## src/rtl/vec_hadamard_arbiter.sv

```systemverilog
`default_nettype none
// ============================================================================
// vec_hadamard_arbiter : round-robin share of one Hadamard-product unit
// Rev 1.0
// ============================================================================
module vec_hadamard_arbiter #(
  parameter int NUM_REQ        = 2,
  parameter int VECTOR_LEN     = 4,
  parameter int DATA_W         = 32,
  parameter int TIMEOUT_CYCLES = 64
) (
  input  logic                                 clk,
  input  logic                                 rst,
  input  logic [NUM_REQ-1:0]                   req,
  input  logic [NUM_REQ*VECTOR_LEN*DATA_W-1:0] req_vec1,
  input  logic [NUM_REQ*VECTOR_LEN*DATA_W-1:0] req_vec2,
  output logic [NUM_REQ-1:0]                   grant,
  output logic                                 busy,
  output logic                                 resp_valid,
  output logic [$clog2(NUM_REQ)-1:0]           resp_id,
  output logic                                 resp_err,
  output logic [VECTOR_LEN*DATA_W-1:0]         resp_data,
  output logic                                 hp_rst,
  output logic [VECTOR_LEN*DATA_W-1:0]         hp_vec1,
  output logic [VECTOR_LEN*DATA_W-1:0]         hp_vec2,
  input  logic                                 hp_done,
  input  logic [VECTOR_LEN*DATA_W-1:0]         hp_result
);

  localparam int ID_W  = $clog2(NUM_REQ);
  localparam int VEC_W = VECTOR_LEN * DATA_W;
  localparam int TMR_W = $clog2(TIMEOUT_CYCLES + 1);
  localparam logic [TMR_W-1:0] TMR_LAST = TMR_W'(TIMEOUT_CYCLES - 1);

  typedef enum logic [1:0] {
    S_IDLE  = 2'd0,
    S_LATCH = 2'd1,
    S_RUN   = 2'd2,
    S_RESP  = 2'd3
  } state_t;

  state_t             state_q;
  logic [NUM_REQ-1:0] grant_q;
  logic               busy_q;
  logic               resp_valid_q;
  logic [ID_W-1:0]    resp_id_q;
  logic               resp_err_q;
  logic [VEC_W-1:0]   resp_data_q;
  logic               hp_rst_q;
  logic [VEC_W-1:0]   hp_vec1_q;
  logic [VEC_W-1:0]   hp_vec2_q;
  logic [TMR_W-1:0]   timer_q;
  logic [ID_W-1:0]    last_q;

  logic               found_d;
  logic [ID_W-1:0]    winner_d;
  logic [ID_W:0]      rr_sum;
  logic [ID_W-1:0]    rr_idx;

  // Search starts one past the previous winner and wraps, giving rotation.
  always_comb begin
    found_d  = 1'b0;
    winner_d = '0;
    rr_sum   = '0;
    rr_idx   = '0;
    for (int i = 1; i <= NUM_REQ; i++) begin
      rr_sum = {1'b0, last_q} + (ID_W+1)'(i);
      if (rr_sum >= (ID_W+1)'(NUM_REQ)) begin
        rr_sum = rr_sum - (ID_W+1)'(NUM_REQ);
      end
      rr_idx = rr_sum[ID_W-1:0];
      if (!found_d && req[rr_idx]) begin
        found_d  = 1'b1;
        winner_d = rr_idx;
      end
    end
  end

  always_ff @(posedge clk or negedge rst) begin
    if (!rst) begin
      state_q      <= S_IDLE;
      grant_q      <= '0;
      busy_q       <= 1'b0;
      resp_valid_q <= 1'b0;
      resp_id_q    <= '0;
      resp_err_q   <= 1'b0;
      resp_data_q  <= '0;
      hp_rst_q     <= 1'b1;
      hp_vec1_q    <= '0;
      hp_vec2_q    <= '0;
      timer_q      <= '0;
      last_q       <= ID_W'(NUM_REQ - 1);
    end else begin
      grant_q      <= '0;
      resp_valid_q <= 1'b0;
      case (state_q)
        S_IDLE: begin
          hp_rst_q <= 1'b1;
          if (found_d) begin
            state_q   <= S_LATCH;
            busy_q    <= 1'b1;
            grant_q   <= NUM_REQ'(1) << winner_d;
            hp_vec1_q <= req_vec1[winner_d*VEC_W +: VEC_W];
            hp_vec2_q <= req_vec2[winner_d*VEC_W +: VEC_W];
            last_q    <= winner_d;
            resp_id_q <= winner_d;
          end
        end
        // Unit stays in reset one cycle with stable operands before release.
        S_LATCH: begin
          state_q  <= S_RUN;
          hp_rst_q <= 1'b0;
          timer_q  <= '0;
        end
        S_RUN: begin
          if (hp_done) begin
            resp_data_q  <= hp_result;
            resp_valid_q <= 1'b1;
            resp_err_q   <= 1'b0;
            hp_rst_q     <= 1'b1;
            state_q      <= S_RESP;
          end else if (timer_q == TMR_LAST) begin
            resp_data_q  <= '0;
            resp_valid_q <= 1'b1;
            resp_err_q   <= 1'b1;
            hp_rst_q     <= 1'b1;
            state_q      <= S_RESP;
          end else begin
            timer_q <= timer_q + 1'b1;
          end
        end
        S_RESP: begin
          state_q <= S_IDLE;
          busy_q  <= 1'b0;
        end
        default: begin
          state_q  <= S_IDLE;
          busy_q   <= 1'b0;
          hp_rst_q <= 1'b1;
        end
      endcase
    end
  end

  assign grant      = grant_q;
  assign busy       = busy_q;
  assign resp_valid = resp_valid_q;
  assign resp_id    = resp_id_q;
  assign resp_err   = resp_err_q;
  assign resp_data  = resp_data_q;
  assign hp_rst     = hp_rst_q;
  assign hp_vec1    = hp_vec1_q;
  assign hp_vec2    = hp_vec2_q;

endmodule
`default_nettype wire

```

## config.mk

```make
export PLATFORM = sky130hd
export DESIGN_NAME = vec_hadamard_arbiter
export DESIGN_NICKNAME = d
export VERILOG_FILES = /design/src/rtl/vec_hadamard_arbiter.sv
export SDC_FILE = /design/constraint.sdc
export NUM_CORES = 1
export LEC_CHECK = 0
export BUFFER_PORTS_ARGS = -buffer_cell sky130_fd_sc_hd__clkbuf_2
export CORE_AREA = 2 2 405 407
export DETAILED_ROUTE_END_ITERATION = 6
export DIE_AREA = 0 0 407 409
export GPL_TIMING_DRIVEN = 0
export PLACE_DENSITY = 0.3
export SETUP_SLACK_MARGIN = 0.1
export SYNTH_ARGS = -nofsm -noshare
export SYNTH_HDL_FRONTEND = slang
export SYNTH_SLANG_ARGS = --single-unit
```

## constraint.sdc

```tcl
create_clock -name clk -period 1.7 [get_ports clk]
set_input_delay 0.255 -clock clk [delete_from_list [all_inputs] [get_ports clk]]
set_output_delay 0.255 -clock clk [all_outputs]
set_load 0.03 [all_outputs]
```

# Word level (Yosys, flattened, before mapping)

Index checks and enable logic that the tools add are counted.

Bits in registers: 401
Bits in latches: 0
RAM bits: 0
ROM bits: 0
Input bits: 645
Memories kept: 0

Add/sub/neg operators: 5
$mul: 0
Div/mod/pow operators: 0
$lt $le $gt $ge: 4
Equality and inequality tests: 8
Shift-type cells: 3
Muxes and demuxes: 30
Bitwise logic cells: 0
Reductions and logical operators: 13

Operator list:

| kind                  | count |
|---|---|
| $shiftx A256 B9 Y128  | 2 |
| $mux W128             | 2 |
| $mux W1               | 17 |
| $mux W7               | 2 |
| $pmux W7 S2           | 1 |
| $mux W2               | 5 |
| $reduce_and A2 Y1     | 5 |
| $pmux W2 S4           | 1 |
| $add A7 B1 Y7 const B | 1 |
| $eq A7 B6 Y1 const B  | 1 |
| $ne A2 B2 Y1 const B  | 3 |
| $reduce_bool A2 Y1    | 3 |
| $eq A2 B2 Y1 const B  | 2 |
| $ge A2 B2 Y1 const B  | 2 |
| $lt A1 B2 Y1 const B  | 2 |
| $ne A3 B3 Y1 const B  | 1 |
| $pmux W1 S3           | 1 |
| $reduce_and A3 Y1     | 1 |
| $reduce_bool A3 Y1    | 1 |
| $add A1 B1 Y2 const B | 1 |
| $add A1 B2 Y2 const B | 1 |
| $eq A2 B1 Y1 const B  | 1 |
| $logic_not A2 Y1      | 1 |
| $pmux W1 S2           | 1 |
| other kinds (4)       | 5 |

# Longest topological paths before layout

Word-level depth: 12
Gate-level depth with buffers: 8
Mapped depth without buffers: 6

# Worst setup path before layout

No wires, ideal clock.

Kind: register -> register
Start: register state_q[0]
End: register resp_data_q[51], in the netlist resp_data[51]
Data arrival time: 1.660 ns
Setup slack: -0.026 ns
Stages on the path, launching flop included: 8
Buffers on the path: 3
Clock period less this slack: 1.726 ns
Path through: dfrtp_1 -> inv_1 -> ha_1 -> buf_2 -> and2_1 -> clkbuf_1 -> clkbuf_1 -> a22o_1

Cells in the longest elaborated chain, start to end: 2

RTL lines:

| item                               | RTL line | text |
|---|---|---|
| start: declaration                 | 42       | `state_t state_q;` |
| start signal: assignment           | 81       | `state_q <= S_IDLE;` |
| start signal: assignment           | 100      | `state_q <= S_LATCH;` |
| start signal: assignment           | 111      | `state_q <= S_RUN;` |
| $eq A2 B2 Y1                       | 96       | `case (state_q)` |
| $reduce_and A2 Y1 (no source line) | --       |  |
| end signal: assignment             | 117      | `resp_data_q <= hp_result;` |
| end: declaration                   | 48       | `logic [VEC_W-1:0] resp_data_q;` |

Every way passes these cells.
A chain may end at the register's enable or synchronous reset.

# Final worst setup path

Start: register state_q[0]
End: register hp_vec1_q[2], in the netlist hp_vec1[2]

Cells in the longest elaborated chain, start to end: 2

RTL lines:

| item                               | RTL line | text |
|---|---|---|
| $logic_not A2 Y1                   | 96       |  |
| $reduce_and A2 Y1 (no source line) | --       |  |
| end signal: assignment             | 103      | `hp_vec1_q <= req_vec1[winner_d*VEC_W +: VEC_W];` |
| end: declaration                   | 50       | `logic [VEC_W-1:0] hp_vec1_q;` |

Every way passes these cells.

==> results.md <==
* Status: finished, violations left
* Failing checks: DRC, hold timing, setup timing
* Top-count cell post-synth: dfrtp_1
* Mapped Area at between 0.015 and 0.02 sq mm
* Die area at 0.166 sq mm
* Crit-path max FO at 7
* Most frequent cells after synthesis: dfrtp_1, inv_1, a222oi_1
* Critical Path RT at 2200 ps
* R2r setup slk at -180 ps
* Minimum clock period at between 1500 and 2000 ps
* RR Endpoint: hp_vec1[2]$_DFFE_PN0P_
* Hold Vio Cnt, Final at 60
* CP arrival at 2380 ps
* Mapped Cells at around 1200
* Setup tns final at -11300 ps
* CP Class: flip-flop to flip-flop
* Gr ovfl total at 0
* Placed insts at around 4400
* P_leak at 17.0 nW
* Layout cells sized above 1 at between 40% and 50%
* Worst setup path startpoint: state_q[0]$_DFFE_PN0P_
* Synth Warn # at 0
* Startpoint types: flip-flop
* Top Layer Used: met5
* Chip height at 409 microns
* Initial Utilization at roughly a tenth
* Initial antenna violation count at 37
* Worst-Skew Late Latency at 650 ps
* Clock sinks at 401
* Post-synth EDFFs at 0
* Worst r2r path cells at 9
* Finished Layout Cells at 5225
* Worst Path Buf+Inv at 5
* Final setup violation count at about 290
* Root Buffer: clkbuf_16
* Cell family with most CP delay: buffers and inverters
* Vias at ~19000
* Worst-path cell chain: inv_2, ha_4, nand2_2, a21oi_4, buf_12, clkbuf_16, buf_12, a222oi_1, inv_1
* Yosys reg bits at between 400 and 500
* Die width at 407 microns
* # Max-Cap Violations at 0
* Synth-to-layout area growth at 115%
* Pwr/cell area at 1800 mW/mm^2
* Largest net degree at the start of global routing at slightly above 90
* Top FF cell, synth: dfrtp_1
* RSZ-0062 raised after global routing: true
* Hold crit path type: input pin to async pin
* Final wirelength at ~120000 microns
* Seq/Total Area, Yosys at 63.9%
* WL met3 at 8620 microns
* # hold bufs at CTS at roughly 640
* Hpwl dp at 95400 microns
* Syn_nets at 1872
* Top-area cell type share of the netlist area at 63.5%
* Max Clock Skew at between 20 and 30 ps
* Largest cells by area after synthesis: dfrtp_1, a222oi_1, a22o_1
* Dpl ws at -1550 ps
* Most frequent CP cell: buf_12
* Slowest CP cell: a222oi_1
* Port bufs at 1035
* # rows at 148
* Total CTS buffers at 57
* Drt wl/cell at 22.8 microns
* Fin crit share at 111%
* Setup slack after layout at -183 ps
* Clock-pin slew on the worst setup and hold paths at 50 ps
* Hold WS at -413 ps
* Least-Margin Pin Slew at approximately 640 ps
* Endpoint class of the critical path: flip-flop
* # IOs at just over 1000
* Tot GR Track Use at 13.5%
* DR pass1 iterations at 7
* WL met2 at 60800 microns
* IR drop worst, VDD at 927 uV
* GPL Wtd Cong at 0.860
* Max Root-Sink Buffers at 3
* Core area at 0.162 sq mm
* Number of global-route vias before repair at ~20000
* Max Freq at 531 MHz
* Max Slew Vio Count at 0
* First-pass GRT wire length at 157000 microns
* Distinct cell type count after synthesis at 35
* Htree depth at 2
* Max transition margin at approximately 57%
* Antenna-violating nets left at 0
* Reg-to-reg startpoint: state_q[0]$_DFFE_PN0P_
* Number of nets in the layout at between 3000 and 4000
* DRT iter0 DRCs at approximately 2100
* DRC at 26
* FFs w/ async S/R, synth at 100%
* Synth area leader: dfrtp_1
* M1 wire length at 46100 microns
* Avg Cell Area, Syn at between 10 and 15 sq um
* CP max stage delay at 380 ps
* CTS tree: yes
* Via density at 3.60
[worst register-to-register path, stage by stage, from the launching register on]
cell       delay [ps]
dfrtp_1           360
inv_2              70
ha_4              180
nand2_2            70
a21oi_4            50
buf_12            160
clkbuf_16         230
buf_12            180
a222oi_1          380
inv_1              80
[worst max-delay path by stage]
stage | end | cells past startpoint | slack (ps)
after floorplan | hp_vec2[15]$_DFFE_PN0P_ | 8 | 100
after global placement | hp_vec2[5]$_DFFE_PN0P_ | 1 | -10540
after detailed placement | hp_vec1[106]$_DFFE_PN0P_ | 8 | -1550
after CTS | hp_vec2[61]$_DFFE_PN0P_ | 8 | -160
after global routing | hp_vec2[95]$_DFFE_PN0P_ | 8 | -240
final | hp_vec1[2]$_DFFE_PN0P_ | 9 | -180
[metrics by stage]
step	power, mW	cell area (sq um)	util (%)
6_report	60.8	33700	20.8
3_5_place_dp	45.2	23900	14.7
5_1_grt	64.2	33700	20.8
2_1_floorplan	33.4	15800	-
4_1_cts	61.1	33300	20.5
3_3_place_gp	45.3	23700	14.6
[state kept, by name (all words and copies together) (netlist names)]
register,cells
hp_vec1,128
grant,2
last_q,1
busy,1
hp_rst,1
timer_q,7
resp_valid,1
resp_id,1
hp_vec2,128
state_q,2
resp_err,1
resp_data,128
[layout make-up]
type | instances | area, sq um
Fill cell | 17839 | 128000
Timing Repair Buffer | 1713 | 12400
Sequential cell | 401 | 10000
Multi-Input combinational cell | 444 | 4180
Tap cell | 2175 | 2720
Clock buffer | 86 | 1670
Buffer | 114 | 1520
Inverter | 262 | 983
Clock inverter | 14 | 195
Antenna cell | 16 | 40.0
[kinds of logic after synthesis]
group                    Yosys count  synth area share (%)
AO/OA/AOI/OAI                    409                  24.5
XOR/XNOR                           2                 0.111
adder cells (fa/ha/maj)            6                 0.478
buffers and inverters            376                  10.0
flip-flops                       401                  63.9
multiplexers                       2                 0.143
AND/OR/NAND/NOR                   25                 0.923
[layer usage]
metal  global-route usage [%]  vias up
met3                     3.22      176
met4                     3.68        8
met5                        0        -
li1                         -     8329
met1                     15.6     9385
met2                     24.4      904
[report_power, final]
part	internal (mW)	switching (mW)	total (mW)
Clock	7.30	4.90	12.2
Sequential	14.1	3.17	17.3
Combinational	11.5	19.8	31.4
[layout by cell type (no fill, tap or decap), types with 2 or more instances in the layout]
master	count
a21o_1	2
a21oi_1	10
a21oi_4	2
a222oi_1	256
a22o_1	130
and2_4	2
buf_12	18
buf_16	6
buf_2	3
buf_4	27
buf_6	48
buf_8	19
bufinv_16	4
clkbuf_1	18
clkbuf_16	84
clkbuf_2	1028
clkbuf_4	3
clkbuf_8	18
clkinv_2	5
clkinv_4	2
dfrtp_1	389
dfrtp_2	10
dfstp_2	2
diode_2	16
dlygate4sd3_1	641
ha_1	4
inv_1	260
inv_2	2
mux2_2	2
nand2_1	3
nand2_2	2
nand3_1	2
nor2_1	4
nor2b_1	3
nor3b_1	2
o21ai_4	2
xor2_1	2
[timing repair]
action | 4_1_cts | 5_1_grt
pin swaps | 95 | 52
setup endpoints to repair | 462 | 456
endpoints found under the hold margin | 494 | 50
setup buffers | 12 | 5
resized for setup | 211 | 97
cloned | 6 | 6
No activity file was read; power rests on OpenSTA's default activity.
